File: config.mk
export PLATFORM = sky130hd
export DESIGN_NAME = piso_tx
export DESIGN_NICKNAME = d
export VERILOG_FILES = /design/src/rtl/piso_tx.sv
export SDC_FILE = /design/constraint.sdc
export NUM_CORES = 1
export LEC_CHECK = 0
export ABC_AREA = 1
export CAP_MARGIN = 20
export CORE_UTILIZATION = 45
export CTS_BUF_LIST = sky130_fd_sc_hd__clkbuf_8
export DETAILED_ROUTE_END_ITERATION = 6
export PLACE_DENSITY = 0.69
export RECOVER_POWER = 100
export SLEW_MARGIN = 20
export SYNTH_ARGS = -nofsm -noshare
export SYNTH_HDL_FRONTEND = slang
export SYNTH_SLANG_ARGS = --single-unit
File: constraint.sdc
create_clock -name clk -period 1.55 [get_ports clk]
set_clock_uncertainty 0.1 [all_clocks]
set_input_delay 0.31 -clock clk [delete_from_list [all_inputs] [get_ports clk]]
set_output_delay 0.31 -clock clk [all_outputs]
set_load 0.02 [all_outputs]
File: src/rtl/piso_tx.sv
// Parallel-in/serial-out transmitter: captures a WIDTH-bit word on a ready/valid
// handshake and shifts it out MSB first, optionally followed by GAP idle cycles.
module piso_tx #(
  parameter int WIDTH = 4,
  parameter int GAP   = 0
) (
  input  logic             clk,
  input  logic             rst,
  input  logic             load_valid,
  input  logic [WIDTH-1:0] load_data,
  output logic             load_ready,
  output logic             data_out,
  output logic             shift_en,
  output logic             frame_start,
  output logic             frame_done,
  output logic             busy
);

  localparam int CNT_W = $clog2(WIDTH);
  localparam int GAP_W = 4;

  typedef enum logic [1:0] {
    S_IDLE,
    S_SHIFT,
    S_GAP
  } state_t;

  state_t           state, next_state;
  logic [WIDTH-1:0] sreg, sreg_d;
  logic [CNT_W-1:0] cnt, cnt_d;
  logic [GAP_W-1:0] gap_cnt, gap_cnt_d;
  logic             data_out_d, shift_en_d, frame_start_d, frame_done_d;
  logic             load_ready_d, busy_d;
  logic             accept;

  // load_ready is registered, so it stays low for one cycle after reset release.
  assign accept = (state == S_IDLE) && load_ready && load_valid;

  // NOTE: every register uses <= so all flops sample the same pre-edge values.
  always_ff @(posedge clk or posedge rst) begin
    if (rst) begin
      state       <= S_IDLE;
      sreg        <= '0;
      cnt         <= '0;
      gap_cnt     <= '0;
      data_out    <= 1'b0;
      shift_en    <= 1'b0;
      frame_start <= 1'b0;
      frame_done  <= 1'b0;
      load_ready  <= 1'b0;
      busy        <= 1'b0;
    end else begin
      state       <= next_state;
      sreg        <= sreg_d;
      cnt         <= cnt_d;
      gap_cnt     <= gap_cnt_d;
      data_out    <= data_out_d;
      shift_en    <= shift_en_d;
      frame_start <= frame_start_d;
      frame_done  <= frame_done_d;
      load_ready  <= load_ready_d;
      busy        <= busy_d;
    end
  end

  always_comb begin
    next_state = state;
    case (state)
      S_IDLE:  if (accept) next_state = S_SHIFT;
      S_SHIFT: if (cnt == '0) next_state = (GAP > 0) ? S_GAP : S_IDLE;
      S_GAP:   if (gap_cnt == '0) next_state = S_IDLE;
      default: next_state = S_IDLE;
    endcase
  end

  // NOTE: every signal gets a default first so no path leaves it unassigned (no latches).
  always_comb begin
    sreg_d        = sreg;
    cnt_d         = cnt;
    gap_cnt_d     = gap_cnt;
    data_out_d    = 1'b0;
    shift_en_d    = 1'b0;
    frame_start_d = 1'b0;
    frame_done_d  = 1'b0;
    load_ready_d  = (next_state == S_IDLE);
    busy_d        = (next_state != S_IDLE);
    case (state)
      S_IDLE: begin
        if (accept) begin
          sreg_d        = load_data;
          cnt_d         = CNT_W'(WIDTH - 1);
          data_out_d    = load_data[WIDTH-1];
          shift_en_d    = 1'b1;
          frame_start_d = 1'b1;
        end
      end
      S_SHIFT: begin
        sreg_d = sreg << 1;
        if (cnt != '0) begin
          cnt_d        = cnt - 1'b1;
          data_out_d   = sreg[WIDTH-2];
          shift_en_d   = 1'b1;
          frame_done_d = (cnt == CNT_W'(1));
        end else if (GAP > 0) begin
          gap_cnt_d = GAP_W'(GAP - 1);
        end
      end
      S_GAP: begin
        if (gap_cnt != '0) gap_cnt_d = gap_cnt - 1'b1;
      end
      default: ;
    endcase
  end

endmodule

==> impl_metrics.csv, run 1 <==
group,metric,value,unit
run,drv_cap,0,
detailed_routing,routed_wl,1190,um
worst_setup_path,end_kind,"output port",
power_and_ir_drop,irDropWorstVdd,0.932,mV
sta,setup_ws,207,ps
logic_synthesis,syn_nets,98,
placed_design,pre_cts_ws,161,ps
detailed_routing,drt_iter0_drc,14,
cts,clkTransAtPathRegs,60,ps
sta,fin_tns_setup,0,ps
min_path,min_path_type,"register to register",
cts,worstSkewPairLatency,240,ps
floorplanning,die_w,43.4,um
placed_design,dpl-instance-area,917,um^2
global_routing,antenna_found_initial,0,
placed_design,gp_congestion,0.764,
logic_synthesis,ys_seq_area_share,55.3,%
detailed_routing,ant_nets,0,
cts,hold_buffers,0,
logic_synthesis,syn_inst,88,
worst_setup_path,critPathMaxFanout,2,
outcome,status,"completed",
cells_and_area,n_antenna_cell,0,
worst_setup_path,critPathTopFamily,"flip-flops",
logic_synthesis,synth_cell_types,13,
sta,setup_viol,0,
detailed_routing,detailroute.via_count,549,
detailed_routing,drt-vias-per-instance,4.54,
logic_synthesis,yosys_register_bits,17,
floorplanning,initial_core_util,49.4,%
cts,clockBufferDepth,2,
detailed_routing,route.detailed.drc,0,
worst_setup_path,arrival,930,ps
cts,post_cts_buffers,0,
placed_design,dp_hpwl,971,um
global_routing,grt_pass1_wl,2170,um
sta,max_clock_freq,744,MHz
power_and_ir_drop,pwr_density_cell,1660,nW/um^2
worst_setup_path,crit_slowest_cell,"dfrtp_1",
cts,ctsResizeCount,6,
detailed_routing,post_drt_wl_per_cell,9.82,um
floorplanning,die_area,1880,um^2
sta,finalCriticalPeriod,1340,ps
worst_setup_path,slowest_delay,370,ps
global_routing,grt-ovfl-total,0,
sta,rsz0062_at_grt,"false",
global_routing,grtUsageMet2,23.0,%
cts,cts_root_buffer,"clkbuf_8",
global_routing,grt.total_usage,15.9,%
placed_design,port_buffers,12,
cts,cts_tree,"done",
sta,final_max_slew_viol_count,0,
cts,htreeDepth,1,
worst_setup_path,worstSetupPathType,"register to output port",
global_routing,busiest_layer,"met2",
cells_and_area,drive_above_1_share,10.5,%
cts,cts_buffers,3,
global_routing,grtUsageMet1,22.7,%
floorplanning,die_y,43.4,um
floorplanning,num_rows,14,
worst_setup_path,critPathLaunchType,"register",
cts,cts_sinks,17,
logic_synthesis,syn_area,769,um^2
cells_and_area,syn_to_final_growth,21.8,%
sta,period_share,86.7,%
floorplanning,io_pins,13,
floorplanning,floorplan.core_area,1560,um^2
global_routing,met3_usage,5.00,%
logic_synthesis,synth.avg_cell_area,8.74,um^2
cells_and_area,final_area,937,um^2
global_routing,grt_pass1_vias,497,
sta,worst_pin_slew,415,ps
worst_setup_path,required,1140,ps
worst_setup_path,path_cells,"dlygate4sd2_1",
cells_and_area,finalNetCount,116,
worst_setup_path,path_buf_inv,1,
sta,max_slew_margin,72.3,%
logic_synthesis,yosys_warnings,0,
detailed_routing,firstDrtPassIters,3,
power_and_ir_drop,power.leakage,0.532,nW
global_routing,grt_max_degree,18,
sta,report.final.hold_viol_count,0,
[path summary, 6_finish.rpt]
path	start	to	slack, ps	depth (start not counted)
worst max-delay path	load_ready	load_ready	210	1
worst min-delay path	gap_cnt[0]	gap_cnt[0]	390	2
worst max register to register	gap_cnt[0]	busy	230	7
worst min register to register	gap_cnt[0]	gap_cnt[0]	390	2
max in group asynchronous	rst	gap_cnt[3]	580	3
min in group asynchronous	rst	frame_done	480	3
[kinds of logic (layout without fill, tap and decap cells)]
family,count (synthesis),after routing,share of synthesized area (%)
DFF,17,17,55.3
AOI/OAI and AO/OA,4,4,2.60
buffers and inverters,16,33,7.80
and+or+nand+nor,48,48,29.4
adders and majority gates,3,3,4.88
[cells in the final DEF (no fill, tap or decap)]
cell type         n
inv_2             2
nor2_1            6
clkdlybuf4s50_1   5
nand2_1          30
nand2_2           1
dlygate4sd3_1     1
nor2_2            2
dfrtp_1          17
nand2_4           1
clkbuf_8          3
nor2_4            1
inv_1            15
nand3_1           7
ha_1              3
o21ai_0           4
clkbuf_2          1
dlygate4sd2_1     6
[report_power, final]
part	total (W)	switching [W]	internal [W]	leakage (nW)
logic	0.000595	0.000380	0.000215	0.286
clock network	0.000303	0.000128	0.000175	0.0269
registers	0.000654	0.0000651	0.000589	0.218
total	0.00155	0.000573	0.000979	0.532
[area by class of cell]
class | instances | area, um^2
multi-input combinational | 55 | 269
clock inverter | 1 | 3.75
timing repair buffer | 13 | 118
fill | 145 | 622
inverter | 16 | 60.1
tap | 16 | 20.0
sequential | 17 | 425
clock buffer | 3 | 41.3
[through the flow]
stage | utilization [%] | power, W | hold WS (ps) | instances
after floorplan | - | 0.00112 | 136 | 88
final | 60.1 | 0.00155 | 390 | 121
after detailed placement | 58.8 | 0.00136 | 379 | 117
after global routing | 60.1 | 0.00168 | 434 | 121
after global placement | 58.8 | 0.00134 | 364 | 117
after CTS | 61.2 | 0.00162 | 279 | 121
[state kept, by name, indices dropped and copies added (netlist names)]
signal and cells:
gap_cnt 4, load_ready 1, shift_en 1, frame_start 1
state 2, data_out 1, busy 1, cnt 2
sreg 3, frame_done 1
[synth_stat cells]
cell type  instances  area share, %
o21ai_0            3            2.0
dfrtp_1           17             55
nor2_4             1            1.5
nor2_1             6            2.9
o21ai_1            1           0.65
nand2_4            3            4.4
nor2_2             2            1.6
ha_1               3            4.9
inv_1             12            5.9
nand2_2            1           0.81
nand2_1           28             14
nand3_1            7            4.6
inv_2              4            2.0
[per-layer routing]
layer	vias up	part of all wire, %
li1	296	-
met5	-	0
met2	6	47
met3	2	3.0
met1	245	49
met4	0	0.93
Note: power is estimated with default switching activity, not from simulation.
==> run 2, diff against run 1 <==
--- a/config.mk
+++ b/config.mk
@@ -10,6 +10,7 @@
 export CORE_UTILIZATION = 45
 export CTS_BUF_LIST = sky130_fd_sc_hd__clkbuf_8
 export DETAILED_ROUTE_END_ITERATION = 6
+export GPL_TIMING_DRIVEN = 0
 export PLACE_DENSITY = 0.69
 export RECOVER_POWER = 100
 export SLEW_MARGIN = 20
==> run 2 against run 1 <==
Compared with the run above: critical endpoint is now busy; setup slack worse by 31 ps; highest routed layer unchanged; critical path depth up 6; largest power group unchanged; core utilization down 0.80 points; wire length up 3.9%; die area unchanged; design area down 1.3%.
==> impl_metrics.csv, run 2 (same netlist as run 1, synthesis figures left out) <==
group,metric,value,unit
outcome,status,"completed",
worst_setup_path,required,1590,ps
power_and_ir_drop,irDropWorstVdd,1.04,mV
cts,worstSkewPairLatency,250,ps
global_routing,grt_pass1_vias,510,
worst_setup_path,arrival,1420,ps
floorplanning,initial_core_util,49.4,%
detailed_routing,post_drt_wl_per_cell,10.3,um
power_and_ir_drop,switchingPower,0.000572,W
cells_and_area,largest_register_ffs,4,
run,drv_cap,0,
cells_and_area,finalNetCount,115,
detailed_routing,routed_wl,1230,um
cells_and_area,final_cell_mix,"nand2_1 (31), dfrtp_1 (17), inv_1 (16)",
sta,max_clock_freq,728,MHz
global_routing,grt_max_degree,18,
floorplanning,die_w,43.4,um
detailed_routing,detailroute.via_count,556,
cts,cts_root_buffer,"clkbuf_8",
sta,finalCriticalPeriod,1370,ps
sta,setup_viol,0,
worst_setup_path,worstSetupPathType,"register to register",
cts,clkTransAtPathRegs,60,ps
cells_and_area,top_regs,"gap_cnt (4), sreg (3)",
cts,cts_tree,"done",
sta,final_max_slew_viol_count,0,
power_and_ir_drop,swShare,37.0,%
floorplanning,floorplan.core_area,1560,um^2
detailed_routing,route.detailed.drc,0,
global_routing,grt-ovfl-total,0,
cells_and_area,syn_to_final_growth,20.2,%
sta,worst_pin_slew,640,ps
detailed_routing,firstDrtPassIters,4,
sta,fin_tns_setup,0,ps
placed_design,dp_hpwl,920,um
cts,htreeDepth,1,
power_and_ir_drop,clockPowerShare,20.5,%
detailed_routing,drt-vias-per-instance,4.63,
floorplanning,num_rows,14,
cells_and_area,regMostFlops,"gap_cnt",
cts,cts_buffers,3,
floorplanning,io_pins,13,
sta,report.final.hold_viol_count,0,
floorplanning,die_area,1880,um^2
power_and_ir_drop,power_frac_seq,42.2,%
power_and_ir_drop,power_frac_comb,37.3,%
power_and_ir_drop,pwr_density_cell,1670,nW/um^2
cts,clockBufferDepth,2,
cells_and_area,layout_commonest_cell,"nand2_1",
cells_and_area,utilization,59.3,%
floorplanning,die_y,43.4,um
global_routing,grt_pass1_wl,2150,um
power_and_ir_drop,power,0.00154,W
sta,rsz0062_at_grt,"false",
cells_and_area,drive_above_1_share,7.69,%
sta,max_slew_margin,57.3,%
power_and_ir_drop,p_int,0.000971,W
global_routing,grt.total_usage,15.8,%
sta,period_share,88.7,%
cts,cts_sinks,17,
worst_setup_path,critPathLaunchType,"register",
cts,post_cts_buffers,0,
worst_setup_path,end_kind,"register",
cells_and_area,n_antenna_cell,0,
power_and_ir_drop,power.leakage,0.528,nW
detailed_routing,ant_nets,0,
min_path,min_path_type,"register to register",
placed_design,gp_congestion,0.776,
worst_setup_path,critPathMaxFanout,6,
detailed_routing,drt_iter0_drc,7,
placed_design,port_buffers,12,
global_routing,antenna_found_initial,0,
[run 2: cell count changes in the layout (fill, tap and decap cells not counted)]
cell / previous run / this run
nand2_1: 30 / 31
clkbuf_2: 1 / 0
inv_1: 15 / 16
o21ai_0: 4 / 3
o21ai_1: 0 / 1
inv_2: 2 / 1
nand2_4: 1 / 0
[run 2: layout make-up]
cell class,count,area (um^2)
inverters,16,60.1
flip-flops and latches,17,425
multi-input cells,55,262
repair buffers,12,113
well taps,16,20.0
fillers,137,634
clock inverters,1,3.75
clock buffers,3,41.3
[run 2: final timing paths]
path                       startpoint           to  slack, ps  cells after the start
hold / removal             gap_cnt[0]   gap_cnt[0]        390                      2
min in group asynchronous         rst  frame_start        480                      2
setup / recovery           gap_cnt[0]         busy        180                      7
setup reg to reg           gap_cnt[0]         busy        180                      7
max in group asynchronous         rst   gap_cnt[3]        460                      2
hold reg to reg            gap_cnt[0]   gap_cnt[0]        390                      2
[run 2: through the flow]
| step | area (um^2) | cells | hold slack (ps) | worst slack (ps) |
|---|---|---|---|---|
| CTS | 947 | 120 | 360 | 198 |
| finish | 925 | 120 | 388 | 175 |
| floorplan | 769 | 88 | 136 | 341 |
| detailed placement | 910 | 116 | 375 | 156 |
| global route | 925 | 120 | 407 | 68.8 |
| global placement | 910 | 116 | 363 | 172 |
[run 2: layer usage]
metal / share of wire (%) / vias to the layer above / global-route usage (%)
met5: 0 / - / 0
met4: 0.65 / 0 / 9.38
met3: 2.0 / 2 / 3.75
met2: 50 / 6 / 23.6
met1: 47 / 252 / 21.1
li1: - / 296 / -
[run 2: power groups by stage]
stage / Clock, W / Sequential (W) / Combinational, W
finish: 0.000316 / 0.000651 / 0.000576
global route: 0.000343 / 0.000667 / 0.000649
CTS: 0.000328 / 0.000653 / 0.000645
detailed placement: 0 / 0.000665 / 0.000687
global placement: 0 / 0.000660 / 0.000668
floorplan: 0 / 0.000748 / 0.000371
[run 2: worst max-delay path, stage by stage (launching register included)]
cell     delay, ps
dfrtp_1        370
inv_1          120
ha_1           200
nand3_1        100
nand2_2        110
inv_1          120
nor2_2         110
inv_1           40
[run 2: timing repair]
item,4_1_cts,5_1_grt
gates resized for setup,6,0
setup endpoints to repair,6,0
hold buffers,0,0
==> run 3, diff against run 2 <==
--- a/config.mk
+++ b/config.mk
@@ -17,3 +17,4 @@
 export SYNTH_ARGS = -nofsm -noshare
 export SYNTH_HDL_FRONTEND = slang
 export SYNTH_SLANG_ARGS = --single-unit
+export TNS_END_PERCENT = 1
==> results of run 3 <==
Final layout, timing and power as in run 2 (identical DEF).
